`config.mk`:
```
export PLATFORM = sky130hd
export DESIGN_NAME = counter_modn
export DESIGN_NICKNAME = d
export VERILOG_FILES = /design/src/rtl/counter_modn_pkg.sv /design/src/rtl/counter_modn_next.sv /design/src/rtl/counter_modn.sv
export SDC_FILE = /design/constraint.sdc
export NUM_CORES = 1
export LEC_CHECK = 0
export CAP_MARGIN = 20
export CORE_ASPECT_RATIO = 2
export CORE_MARGIN = 5
export CORE_UTILIZATION = 28
export CTS_CLUSTER_DIAMETER = 150
export DETAILED_ROUTE_END_ITERATION = 7
export HOLD_SLACK_MARGIN = 0.05
export PLACE_DENSITY = 0.5
export SLEW_MARGIN = 5
export SYNTH_ARGS = -nofsm -noshare
export SYNTH_HDL_FRONTEND = slang
export SYNTH_SLANG_ARGS = --single-unit
```
`constraint.sdc`:
```
create_clock -name i_clk -period 2.85 [get_ports i_clk]
set_clock_uncertainty 0.15 [all_clocks]
set_input_delay 0.57 -clock i_clk [delete_from_list [all_inputs] [get_ports i_clk]]
set_output_delay 0.57 -clock i_clk [all_outputs]
set_load 0.005 [all_outputs]
```
`src/rtl/counter_modn_pkg.sv`:
```
// Shared state encoding and terminal-detect helper for the modulo-N counter.
// Optional compare path is enabled by defining COUNTER_MODN_CMP_EN.
package counter_modn_pkg;

    typedef logic state_t;

    localparam state_t S_RUN  = 1'b0;
    localparam state_t S_HALT = 1'b1;

    localparam logic DIR_UP   = 1'b1;
    localparam logic DIR_DOWN = 1'b0;

    // Up counting is terminal at or above top; down counting at zero or when
    // top has been lowered beneath the current count.
    function automatic logic term_hit(
        input logic up,
        input logic ge_top,
        input logic gt_top,
        input logic at_zero
    );
        return (up == DIR_UP) ? ge_top : (at_zero | gt_top);
    endfunction

endpackage

```
`src/rtl/counter_modn_next.sv`:
```
// Combinational next-count, terminal flag, load clamp and restart value.
module counter_modn_next #(
    parameter int unsigned WIDTH = 8
) (
    input  logic [WIDTH-1:0] i_count,
    input  logic [WIDTH-1:0] i_top,
    input  logic [WIDTH-1:0] i_data,
    input  logic             i_up,
    input  logic             i_oneshot,
    output logic [WIDTH-1:0] o_step_c,
    output logic [WIDTH-1:0] o_load_c,
    output logic [WIDTH-1:0] o_start_c,
    output logic             o_term_c
);
    import counter_modn_pkg::*;

    logic ge_top;
    logic gt_top;
    logic at_zero;

    assign ge_top  = (i_count >= i_top);
    assign gt_top  = (i_count >  i_top);
    assign at_zero = (i_count == WIDTH'(0));

    assign o_term_c = term_hit(i_up, ge_top, gt_top, at_zero);

    // Terminal steps wrap in free-run mode and stick at the end value in one-shot.
    always_comb begin
        o_step_c = i_count;
        if (o_term_c) begin
            if (i_oneshot) begin
                o_step_c = (i_up == DIR_UP) ? i_top : WIDTH'(0);
            end else begin
                o_step_c = (i_up == DIR_UP) ? WIDTH'(0) : i_top;
            end
        end else if (i_up == DIR_UP) begin
            o_step_c = i_count + WIDTH'(1);
        end else begin
            o_step_c = i_count - WIDTH'(1);
        end
    end

    assign o_load_c  = (i_data > i_top) ? i_top : i_data;
    assign o_start_c = (i_up == DIR_UP) ? WIDTH'(0) : i_top;

endmodule

```
`src/rtl/counter_modn.sv`:
```
// Modulo-N up/down counter with terminal-count pulse and one-shot run/halt FSM.
// Define COUNTER_MODN_CMP_EN to build the registered compare output.
module counter_modn #(
    parameter int unsigned      WIDTH   = 8,
    parameter logic [WIDTH-1:0] RST_VAL = '0
) (
    input  logic             i_clk,
    input  logic             i_rst,
    input  logic             i_en,
    input  logic             i_up,
    input  logic             i_ld,
    input  logic [WIDTH-1:0] i_data,
    input  logic [WIDTH-1:0] i_top,
    input  logic             i_oneshot,
    input  logic             i_start,
    input  logic [WIDTH-1:0] i_cmp,
    output logic [WIDTH-1:0] o_data,
    output logic             o_tc,
    output logic             o_busy,
    output logic             o_cmp
);
    import counter_modn_pkg::*;

    state_t           state_q;
    state_t           state_d;
    logic [WIDTH-1:0] data_q;
    logic [WIDTH-1:0] data_d;
    logic             tc_q;
    logic             tc_d;

    logic [WIDTH-1:0] step_c;
    logic [WIDTH-1:0] load_c;
    logic [WIDTH-1:0] start_c;
    logic             term_c;

    counter_modn_next #(
        .WIDTH (WIDTH)
    ) u_next (
        .i_count   (data_q),
        .i_top     (i_top),
        .i_data    (i_data),
        .i_up      (i_up),
        .i_oneshot (i_oneshot),
        .o_step_c  (step_c),
        .o_load_c  (load_c),
        .o_start_c (start_c),
        .o_term_c  (term_c)
    );

    always_ff @(posedge i_clk) begin
        if (i_rst) begin
            state_q <= S_RUN;
            data_q  <= RST_VAL;
            tc_q    <= 1'b0;
        end else begin
            state_q <= state_d;
            data_q  <= data_d;
            tc_q    <= tc_d;
        end
    end

    // Load beats restart, restart only applies in HALT, counting only in RUN.
    always_comb begin
        state_d = state_q;
        data_d  = data_q;
        tc_d    = 1'b0;
        if (i_ld) begin
            data_d  = load_c;
            state_d = S_RUN;
        end else if (state_q == S_HALT) begin
            if (i_start) begin
                data_d  = start_c;
                state_d = S_RUN;
            end
        end else if (i_en) begin
            data_d = step_c;
            tc_d   = term_c;
            if (term_c && i_oneshot) begin
                state_d = S_HALT;
            end
        end
    end

    assign o_data = data_q;
    assign o_tc   = tc_q;
    assign o_busy = (state_q == S_RUN);

`ifdef COUNTER_MODN_CMP_EN
    logic cmp_q;
    logic cmp_d;

    // Compare against the next count so o_cmp lines up with o_data.
    assign cmp_d = (data_d < i_cmp);

    always_ff @(posedge i_clk) begin
        if (i_rst) begin
            cmp_q <= 1'b0;
        end else begin
            cmp_q <= cmp_d;
        end
    end

    assign o_cmp = cmp_q;
`else
    logic unused_cmp;
    assign unused_cmp = ^i_cmp;
    assign o_cmp      = 1'b0;
`endif

endmodule

```
==> results_dict.tcl <==
set metrics [dict create \
    status "completed" \
    clock_path_buffers 2 \
    synth_area_sq_mm 0.00135 \
    clock_latency_ps 250 \
    ir_drop_uv 279 \
    hold_buffers 0 \
    max_freq_ghz 0.363 \
    fin_area_sq_mm 0.00237 \
    pre_cts_ws_ps -461 \
    final_common_cell "buf_4" \
    syn-num-nets 213 \
    diodes 0 \
    holdWs_ps 481 \
    end_kind "register" \
    synth_area_per_cell_sq_um 8.48 \
    clkTransAtPathRegs_ps 60 \
    port_buffers 32 \
    rr_endpoint "o_data[6]" \
    min_to "o_tc" \
    dpl-instance-area_sq_mm 0.00206 \
    ys_ff_latch 10 \
    crit_path_cell_trace "clkdlybuf4s50_1 > inv_1 > ha_4 > nand4_1 > buf_4 > nor4b_4 > o211ai_4 > buf_6 > mux2_4 > a2111oi_4" \
    via_count 1571 \
    viasPerCell 5.33 \
    period_needed_ps 2760 \
    arrival_ps 2750 \
    cts-root-buf "clkbuf_8" \
    cts_sinks 10 \
    area_delta_synth_final_pct 75.8 \
    grt_use_total_pct 16.0 \
    p_total_uw 1010 \
    ant_nets 0 \
    rows 35 \
    crit_type "input port to register" \
    drc 0 \
    period_share_pct 96.7 \
    layout.nets 295 \
    holdPathStages 2 \
    coreArea_sq_mm 0.00464 \
    overflow 0 \
    wl_per_cell_um 17.2 \
    htree_num_levels 1 \
    io_pins 42 \
    hold_viol 0 \
    cp_top_family "buffers and inverters" \
    ys_types 42 \
    critPathMaxStageDelay_ps 470 \
    dp_hpwl_mm 3.90 \
    drv_cap 0 \
    yosysSeqAreaShare_pct 14.9 \
    yosysWarnings 0 \
    path_buf_inv 4 \
    layout_common_cells "44 x buf_4, 25 x clkdlybuf4s50_1, 13 x ha_1" \
    die_h_um 108 \
    finalSetupViolations 0 \
    worstHoldStart "state_q" \
    dr.pass1.iters 4 \
    layout-drive-gt1-share_pct 38.8 \
    grt_pass1_vias 1688 \
    drt_wl_total_mm 5.07 \
    gp_congestion 0.812 \
    final_util_pct 51.0 \
    critPathLaunchType "input port" \
    slew_headroom_pct 34.1 \
    timing.rr.start "o_data[5]" \
    path_max_fanout 4 \
    numCtsBuffers 3 \
    die_w_um 59.1 \
    slowest_stage "clkdlybuf4s50_1" \
    antenna_found_initial 0 \
    cts_tree "yes" \
    reg2reg_depth 8 \
    die_area_sq_mm 0.00638 \
    setup_ws_ps 94.6 \
    crit_required_ps 2850 \
    drtIter0Drc 31 \
    power_leakage_uw 0.00108 \
    worst_slew_pin_slew_ps 986 \
    grt_pass1_wl_mm 7.65 \
    grt_max_degree 13 \
    syn_inst 159 \
    finalMaxSlewViolations 0 \
    min_path_type "register to register" \
    initial_core_util_pct 29.0 \
    r2r_setup_slack_ps 370 \
    p_per_area_mw_per_mm2 427 \
]
==> worst max path at each step <==
stage / start / endpoint / slack [ps] / cells past startpoint
finish: i_top[1] / o_data[6] / 90 / 10
detailed placement: i_top[5] / o_data[5] / -460 / 10
global route: i_top[5] / o_data[6] / -4 / 10
global placement: i_top[5] / o_data[5] / -430 / 10
floorplan: i_top[5] / o_data[6] / 240 / 8
CTS: i_up / o_data[7] / 3 / 11
==> sequential cells by signal, indices dropped and copies added (netlist names) <==
signal   cells
o_data       8
o_tc         1
state_q      1
==> power by group <==
group / total, uW / switching [uW] / internal (uW)
Clock: 194 / 71.3 / 122
Sequential: 176 / 18.6 / 158
Combinational: 642 / 289 / 353
==> worst register-to-register path, delay by kind of cell (launching register included) <==
family	cells	cell delay [ps]
multiplexers	1	300
AND/OR/NAND/NOR	1	350
flip-flops	1	370
buffers and inverters	1	140
adder cells (fa/ha/maj)	1	220
AO/OA/AOI/OAI	4	840
==> per-stage QoR <==
step	std cells	TNS, ps
floorplan	159	0
finish	295	0
global placement	288	-3090
CTS	295	0
detailed placement	288	-3460
global route	295	-3.87
==> logic make-up after synthesis <==
group	Yosys count	synth area share (%)
other	1	0.278
adders and majority gates	23	21.9
AOI/OAI and AO/OA	43	24.3
buffers and inverters	18	5.29
and+or+nand+nor	41	16.2
xor gates and xnor gates	8	5.20
DFF	10	14.9
muxes	15	12.0
==> synth_stat cells, drive strengths merged <==
library cell | count | share of area (%)
a32o | 1 | 0.74
mux2i | 9 | 6.7
and2 | 1 | 0.46
fa | 1 | 1.5
a21oi | 8 | 3.0
o311a | 1 | 0.74
o41ai | 1 | 0.65
clkbuf | 1 | 0.28
o221ai | 1 | 0.65
nand3 | 4 | 1.5
conb | 1 | 0.28
ha | 22 | 20
nor2b | 4 | 1.9
o211ai | 4 | 3.2
a211oi | 3 | 2.0
dfxtp | 10 | 15
o21bai | 2 | 1.1
nand4 | 4 | 1.9
nand2 | 9 | 2.5
and3 | 1 | 0.46
inv | 16 | 4.5
a221oi | 6 | 3.9
nand2b | 2 | 0.93
nor4b | 1 | 1.8
nor4 | 1 | 0.46
a21o | 2 | 1.1
nor3 | 3 | 1.1
o21ai | 12 | 4.5
xnor2 | 3 | 2.0
or2 | 1 | 0.46
mux2 | 6 | 5.3
xor2 | 5 | 3.2
buf | 1 | 0.56
a2111oi | 1 | 2.0
a32oi | 1 | 0.65
nor2 | 10 | 2.8
==> metal layers <==
| layer | routed length (um) | vias up | global-route usage [%] | part of all wire [%] |
|---|---|---|---|---|
| met4 | 95 | 0 | 6.81 | 1.9 |
| li1 | - | 755 | - | - |
| met5 | 0 | - | 0 | 0 |
| met2 | 3070 | 44 | 31.0 | 61 |
| met1 | 1680 | 762 | 15.8 | 33 |
| met3 | 229 | 10 | 2.27 | 4.5 |
==> layout make-up <==
class / instances / area [sq um]
Inverter: 16 / 62.6
Multi-Input combinational cell: 131 / 1290
Clock buffer: 4 / 55.1
Fill cell: 442 / 2270
Sequential cell: 10 / 200
Tap cell: 55 / 68.8
Timing Repair Buffer: 79 / 691
==> timing repair <==
item	CTS	global route
setup buffers	3	0
setup endpoints to repair	8	8
pin swaps	11	9
gates resized for setup	23	24
gates cloned	0	0
No activity file was read; power rests on OpenSTA's default activity.
